**src/rtl/seq_gen_tx.sv**
```systemverilog
// Serial "1001" pattern transmitter with a mirror detector on its own X line.
// Optional even-parity bit per word: define SEQ_GEN_TX_PARITY_EN.
module seq_gen_tx #(
  parameter int WIDTH      = 8,
  parameter int GAP_CYCLES = 2
) (
  input  logic             CLK,
  input  logic             RST,
  input  logic [WIDTH-1:0] DIN,
  input  logic             DIN_VALID,
  output logic             DIN_READY,
  output logic             X,
  output logic             X_VALID,
  output logic             BUSY,
  output logic             HIT,
  output logic [1:0]       HIT_CNT,
  output logic             GROUP
);

  localparam int CNT_W    = $clog2(WIDTH + 1);
  localparam int GAP_W    = (GAP_CYCLES > 1) ? $clog2(GAP_CYCLES) : 1;
  localparam int GAP_LOAD = (GAP_CYCLES > 0) ? GAP_CYCLES - 1 : 0;
  localparam logic [CNT_W-1:0] LAST_BIT = CNT_W'(WIDTH);

  typedef enum logic [1:0] {IDLE = 2'd0, SHIFT = 2'd1, PAR = 2'd2, GAP = 2'd3} state_t;
  typedef enum logic [1:0] {M0 = 2'd0, M1 = 2'd1, M2 = 2'd2, M3 = 2'd3} mstate_t;

  state_t           state_r;
  mstate_t          mir_r;
  mstate_t          mir_nxt_s;
  logic [WIDTH-1:0] shift_r;
  logic [CNT_W-1:0] bit_cnt_r;
  logic [GAP_W-1:0] gap_cnt_r;
  logic             accept_s;
  logic             x_nxt_s;
  logic             hit_nxt_s;

`ifdef SEQ_GEN_TX_PARITY_EN
  logic par_r;

  function automatic logic even_par(input logic [WIDTH-1:0] d);
    return ^d;
  endfunction
`endif

  assign DIN_READY = (state_r == IDLE) && !RST;
  assign accept_s  = DIN_VALID && DIN_READY;

  // Value that the next edge drives onto X; the mirror detector consumes it too.
  always_comb begin
    x_nxt_s = 1'b0;
    case (state_r)
      IDLE: begin
        if (accept_s) x_nxt_s = DIN[WIDTH-1];
        else          x_nxt_s = 1'b0;
      end
      SHIFT: begin
        if (bit_cnt_r == LAST_BIT) begin
`ifdef SEQ_GEN_TX_PARITY_EN
          x_nxt_s = par_r;
`else
          x_nxt_s = 1'b0;
`endif
        end else begin
          x_nxt_s = shift_r[WIDTH-1];
        end
      end
      default: x_nxt_s = 1'b0;
    endcase
  end

  // Overlapping "1001" recogniser: the closing 1 lands in M1 to start the next match.
  always_comb begin
    mir_nxt_s = M0;
    hit_nxt_s = 1'b0;
    case (mir_r)
      M0:      mir_nxt_s = x_nxt_s ? M1 : M0;
      M1:      mir_nxt_s = x_nxt_s ? M1 : M2;
      M2:      mir_nxt_s = x_nxt_s ? M1 : M3;
      M3: begin
        mir_nxt_s = x_nxt_s ? M1 : M0;
        hit_nxt_s = x_nxt_s;
      end
      default: mir_nxt_s = M0;
    endcase
  end

  // Transmit FSM, mirror state and hit counting with registered outputs.
  always_ff @(posedge CLK) begin
    if (RST) begin
      state_r   <= IDLE;
      mir_r     <= M0;
      shift_r   <= {WIDTH{1'b0}};
      bit_cnt_r <= {CNT_W{1'b0}};
      gap_cnt_r <= {GAP_W{1'b0}};
      X         <= 1'b0;
      X_VALID   <= 1'b0;
      BUSY      <= 1'b0;
      HIT       <= 1'b0;
      HIT_CNT   <= 2'd0;
      GROUP     <= 1'b0;
`ifdef SEQ_GEN_TX_PARITY_EN
      par_r     <= 1'b0;
`endif
    end else begin
      X     <= x_nxt_s;
      mir_r <= mir_nxt_s;
      HIT   <= hit_nxt_s;
      if (hit_nxt_s) begin
        if (HIT_CNT == 2'd2) begin
          HIT_CNT <= 2'd0;
          GROUP   <= 1'b1;
        end else begin
          HIT_CNT <= HIT_CNT + 2'd1;
          GROUP   <= 1'b0;
        end
      end else begin
        GROUP <= 1'b0;
      end

      case (state_r)
        IDLE: begin
          if (accept_s) begin
            shift_r   <= DIN << 1;
            bit_cnt_r <= CNT_W'(1);
            X_VALID   <= 1'b1;
            BUSY      <= 1'b1;
            state_r   <= SHIFT;
`ifdef SEQ_GEN_TX_PARITY_EN
            par_r     <= even_par(DIN);
`endif
          end else begin
            X_VALID <= 1'b0;
            BUSY    <= 1'b0;
          end
        end
        SHIFT: begin
          if (bit_cnt_r == LAST_BIT) begin
`ifdef SEQ_GEN_TX_PARITY_EN
            state_r <= PAR;
            X_VALID <= 1'b1;
            BUSY    <= 1'b1;
`else
            X_VALID <= 1'b0;
            if (GAP_CYCLES > 0) begin
              state_r   <= GAP;
              gap_cnt_r <= GAP_W'(GAP_LOAD);
              BUSY      <= 1'b1;
            end else begin
              state_r <= IDLE;
              BUSY    <= 1'b0;
            end
`endif
          end else begin
            shift_r   <= shift_r << 1;
            bit_cnt_r <= bit_cnt_r + CNT_W'(1);
            X_VALID   <= 1'b1;
            BUSY      <= 1'b1;
          end
        end
        PAR: begin
          X_VALID <= 1'b0;
          if (GAP_CYCLES > 0) begin
            state_r   <= GAP;
            gap_cnt_r <= GAP_W'(GAP_LOAD);
            BUSY      <= 1'b1;
          end else begin
            state_r <= IDLE;
            BUSY    <= 1'b0;
          end
        end
        GAP: begin
          X_VALID <= 1'b0;
          if (gap_cnt_r == {GAP_W{1'b0}}) begin
            state_r <= IDLE;
            BUSY    <= 1'b0;
          end else begin
            gap_cnt_r <= gap_cnt_r - GAP_W'(1);
            BUSY      <= 1'b1;
          end
        end
        default: begin
          state_r <= IDLE;
          X_VALID <= 1'b0;
          BUSY    <= 1'b0;
        end
      endcase
    end
  end

endmodule

```
**config.mk**
```make
export PLATFORM = sky130hd
export DESIGN_NAME = seq_gen_tx
export DESIGN_NICKNAME = d
export VERILOG_FILES = /design/src/rtl/seq_gen_tx.sv
export SDC_FILE = /design/constraint.sdc
export NUM_CORES = 1
export LEC_CHECK = 0
export CELL_PAD_IN_SITES_DETAIL_PLACEMENT = 1
export CELL_PAD_IN_SITES_GLOBAL_PLACEMENT = 2
export CORE_MARGIN = 5
export CORE_UTILIZATION = 32
export CTS_CLUSTER_DIAMETER = 30
export DETAILED_ROUTE_END_ITERATION = 8
export HOLD_SLACK_MARGIN = 0.08
export PLACE_DENSITY_LB_ADDON = 0.1
export SLEW_MARGIN = 5
export SYNTH_ARGS = -nofsm -noshare
export SYNTH_HDL_FRONTEND = slang
export SYNTH_SLANG_ARGS = --single-unit
```
**constraint.sdc**
```tcl
create_clock -name CLK -period 1.9 [get_ports CLK]
set_input_delay 0.38 -clock CLK [delete_from_list [all_inputs] [get_ports CLK]]
set_output_delay 0.38 -clock CLK [all_outputs]
set_load 0.1 [all_outputs]
```
[Yosys cells after proc, flatten, opt, wreduce, memory -nomap -nowiden]
Cells that the tools add are included.
Storage, ports and cells
  input port bits: 11
  word-level logic and storage cells: 69
  register bits after elaboration: 24
Cells by class
  add/sub/neg operators: 3
  muxes and demuxes: 28
  equality and inequality tests: 12
  bitwise gates (word level): 1
  reduce and logical (&&, ||, !) cells: 14
Operators by type and width (count)
  $mux W8: 2
  $pmux W8 S2: 1
  $mux W2: 6
  $eq A2 B2 Y1 const B: 5
  $mux W1: 10
  $pmux W1 S3: 3
  $mux W4: 2
  $ne A2 B2 Y1 const B: 4
  $pmux W2 S4: 1
  $pmux W4 S2: 1
  $reduce_or A2 Y1: 4
  $pmux W2 S3: 1
  $reduce_and A3 Y1: 2
  $add A4 B1 Y4 const B: 1
  $eq A2 B1 Y1 const B: 2
  $eq A4 B4 Y1 const B: 1
  $logic_not A2 Y1: 2
  $reduce_bool A3 Y1: 1
  $add A2 B1 Y2 const B: 1
  $logic_and A1 B1 Y1: 2
  $pmux W1 S2: 1
  $reduce_and A2 Y1: 1
  $reduce_bool A2 Y1: 1
  $logic_not A1 Y1: 1
  2 further kinds: 2

[Longest topological paths before layout]
  depth in word-level cells: 8
  gate-level depth with buffers: 8
  gate-level depth less buffers: 6

[Worst setup path after synthesis]
Ideal clock, no wire load.
  path type: register -> output
  from: register state_r[0]
  to: output port DIN_READY
  arrival time: 2.011 ns
  data required time: 1.520 ns
  stages on the path, launching flop included: 6
  buffers on the path: 1
  path slack: -0.491 ns
  cells stage by stage: dfxtp_1 > inv_1 > ha_1 > buf_2 > inv_1 > nor2_1
On the way
  word-level cells in the longest chain between the ends: 2
Ends and longest elaborated chain
  from (decl): RTL line 28  | state_t state_r;
  from (signal assigned): RTL line 91  | state_r <= IDLE;
  from (signal assigned): RTL line 128  | state_r <= SHIFT;
  from (signal assigned): RTL line 146  | state_r <= GAP;
  $logic_not A2 Y1: RTL line 46  | assign DIN_READY = (state_r == IDLE) && !RST;
  $logic_and A1 B1 Y1: RTL line 46
  to (decl): RTL line 11  | output logic DIN_READY,
Every way passes these cells.

[Worst setup path after layout]
Same ends and word-level chain as after synthesis.

==> results.md <==
| Parameter | Value |
|:---|:---|
| Die outline height | 71.7 um |
| Antenna violations before repair | 0 |
| Vias in the first global route | 1,035 |
| GRT Overall Usage | 0.120 |
| Syn_nets | 152 |
| WP data required | 1520 ps |
| Result of the run | finished, final reports clean |
| Chip width | 71.7 um |
| Inst Count DP | 199 |
| Gate count of the mapped netlist | 132 |
| Synthesized area per cell | 9.22 sq um |
| RSZ-0062 raised after global routing | false |
| Measured slew at the worst slew-check pin | 399 ps |
| Startpoint class of the critical path | flip-flop |
| Sum of routed wire length over all layers | 2.99 mm |
| Relative slew slack | 0.734 |
| CP max stage cell | sky130_fd_sc_hd__dfxtp_1 |
| Hold slack | 505 ps |
| Leading cell type in the layout, fill and taps excluded | sky130_fd_sc_hd__dfxtp_1 |
| Number of placement rows | 22 |
| Highest Clock Rate | 562 MHz |
| Final Wtd Congestion | 0.711 |
| Worst Setup Path Type | reg -> out |
| Wire length of the first global-routing pass | 4.85 mm |
| Remaining antenna violation count after routing | 0 |
| Crit path max fanout | 11 |
| Vias per cell | 5.14 |
| Commonest cells after routing, fill and taps aside | sky130_fd_sc_hd__dfxtp_1 (23), sky130_fd_sc_hd__nor2_1 (13), sky130_fd_sc_hd__buf_4 (12), sky130_fd_sc_hd__clkdlybuf4s50_1 (10) |
| Leakage dissipation | 0.606 nW |
| GRT overflow | 0 |
| Clock-pin transition on the worst setup and hold timing paths | 90 ps |
| Number of hold violations in the final report | 0 |
| Setup ws final | 119 ps |
| Antenna diode count | 0 |
| Number of top-level design ports | 19 |
| Post-CTS repair timing setup buffer count | 0 |
| Layout Area Growth over Synthesis | 28.2% |
| HPWL Detailed | 2.26 mm |
| Category of the worst setup path capture point | primary output |
| Number of DRC markers after the initial detailed-route iteration | 26 |
| Final-layout fill cell count | 434 |
| Critical path arrival | 1400 ps |
| Count of flip-flops with a built-in enable after synthesis | 0 |
| H-tree levels | 1 |
| Detailed-route DRC error count | 0 |
| Sum Neg Setup Slack | 0 ps |
| Total Power Consumption | 2.30 mW |
| Core Footprint | 0.00366 sq mm |
| Placement-stage worst setup slack | 44.0 ps |
| Number of nets in the layout | 176 |
| Max-slew violation count | 0 |
| CTS Buffer Depth | 2 |
| TritonCTS clock tree | yes |
| Class of the tightest hold or removal check | reg -> reg |
| CP cell instances | inv_1 -> ha_4 -> inv_1 -> nor2_4 -> buf_12 |
| Clock Sinks | 23 |
| Leading register cell type out of synthesis | sky130_fd_sc_hd__dfxtp_1 |
| Effective utilization at floorplan | 0.333 |
| Crit share post-route | 0.937 |
| Synth unique cells | 34 |
| WL per Instance | 14.7 um |
| Worst-Skew Late Latency | 270 ps |
| Worst clock skew | 3.75 ps |
| Area enclosed by the die boundary | 0.00514 sq mm |
| Power density of the placed cells | 1470 mW/mm^2 |
| Cell mode on critical path | sky130_fd_sc_hd__inv_1 |
| CTS Hold Buffers Added | 0 |
| Total of warnings raised by yosys | 0 |
| Cell chosen for the clock root | sky130_fd_sc_hd__clkbuf_8 |
| CTS buffer count | 3 |
| Count of input and output buffers | 18 |
| Crit path time final | 1780 ps |
| Number of cells in the finished layout apart from fillers | 203 |
| Part of the Yosys area used for sequential elements | 0.378 |
| Post-synthesis instance area | 0.00122 sq mm |
| # Max-Cap Violations | 0 |
| Length of the first detailed-routing pass in iterations | 4 |
| Total number of vias | 1,044 |
| Worst IR Drop VDD | 0.000735 V |
| Slowest Stage Delay on Critical Path | 360 ps |
| Number of setup violations in the final report | 0 |
| Largest net degree at the start of global routing | 15 |
| Flops & latches, synth | 23 |
| Fraction of layout cells with a size suffix above 1 | 0.194 |
| Synth async-reset ratio | 0 |
final cells by class:
cell class,count,area [sq um],share of cell area
clock buffer,3,41.3,0.0265
clock inverter,1,5.00,0.00321
inverter,9,33.8,0.0217
sequential,23,460,0.295
tap,48,60.1,0.0385
timing repair buffer,25,250,0.160
multi-input combinational,94,709,0.455
per-layer routing:
metal	wire, um	GRT usage
met5	0	0
met4	65	0.0605
met3	138	0.0281
met2	1360	0.190
met1	1430	0.150
synth_stat cells, types with 2 or more instances:
master | number | share of area
sky130_fd_sc_hd__and4b_1 | 2 | 0.016
sky130_fd_sc_hd__o31ai_1 | 2 | 0.012
sky130_fd_sc_hd__nand3_1 | 5 | 0.021
sky130_fd_sc_hd__a211oi_2 | 3 | 0.031
sky130_fd_sc_hd__clkbuf_1 | 2 | 0.0062
sky130_fd_sc_hd__a21oi_1 | 9 | 0.037
sky130_fd_sc_hd__nand2b_1 | 4 | 0.021
sky130_fd_sc_hd__ha_1 | 9 | 0.092
sky130_fd_sc_hd__nor2_1 | 14 | 0.043
sky130_fd_sc_hd__and2_1 | 2 | 0.010
sky130_fd_sc_hd__mux2i_1 | 8 | 0.066
sky130_fd_sc_hd__a211oi_1 | 5 | 0.031
sky130_fd_sc_hd__inv_1 | 9 | 0.028
sky130_fd_sc_hd__buf_2 | 2 | 0.0082
sky130_fd_sc_hd__nand2_1 | 3 | 0.0092
sky130_fd_sc_hd__or3_1 | 4 | 0.021
sky130_fd_sc_hd__o21ai_0 | 8 | 0.033
sky130_fd_sc_hd__nor2b_1 | 3 | 0.015
sky130_fd_sc_hd__dfxtp_1 | 23 | 0.38
through the flow:
stage	instance area [sq um]	utilization
6_report	1560	0.426
3_5_place_dp	1500	0.409
2_1_floorplan	1220	-
5_1_grt	1560	0.426
3_3_place_gp	1500	0.409
4_1_cts	1550	0.423
where the power goes:
part           leakage (nW)  total [mW]  switching (mW)  internal [mW]
logic                 0.393        1.27           0.773          0.495
clock network        0.0255       0.320           0.173          0.147
registers             0.188       0.709          0.0968          0.612
total                 0.606        2.30            1.04           1.25
critical path: cells and delay by family (launching register included):
family,cells,cell delay (ps)
fa+ha+maj,1,220
buf+inv,3,410
simple gates,1,130
flops,1,360
path summary, 6_finish.rpt:
path	start	end	slack [ps]	cells after the start
min reg2reg	shift_r[1]	shift_r[1]	510	2
max	state_r[0]	DIN_READY	120	5
max reg2reg	bit_cnt_r[0]	shift_r[6]	170	6
min	shift_r[1]	shift_r[1]	510	2
sequential cells by signal (all words and copies together), names as in the netlist:
| signal | flops |
|---|---|
| HIT_CNT | 2 |
| BUSY | 1 |
| GROUP | 1 |
| bit_cnt_r | 4 |
| X | 1 |
| X_VALID | 1 |
| state_r | 2 |
| HIT | 1 |
| mir_r | 2 |
| shift_r | 7 |
| gap_cnt_r | 1 |
cells by family after synthesis:
logic type	Yosys count	share of synthesized area
AND/OR/NAND/NOR	45	0.210
AO/OA/AOI/OAI	32	0.196
flip-flops	23	0.378
buffers and inverters	15	0.0576
adder cells (fa/ha/maj)	9	0.0925
multiplexers	8	0.0658
what timing repair did:
item	CTS	global route
pin swaps	0	0
setup endpoints to repair	1	1
resized for setup	1	2
Note: power is estimated with default switching activity, not from simulation.
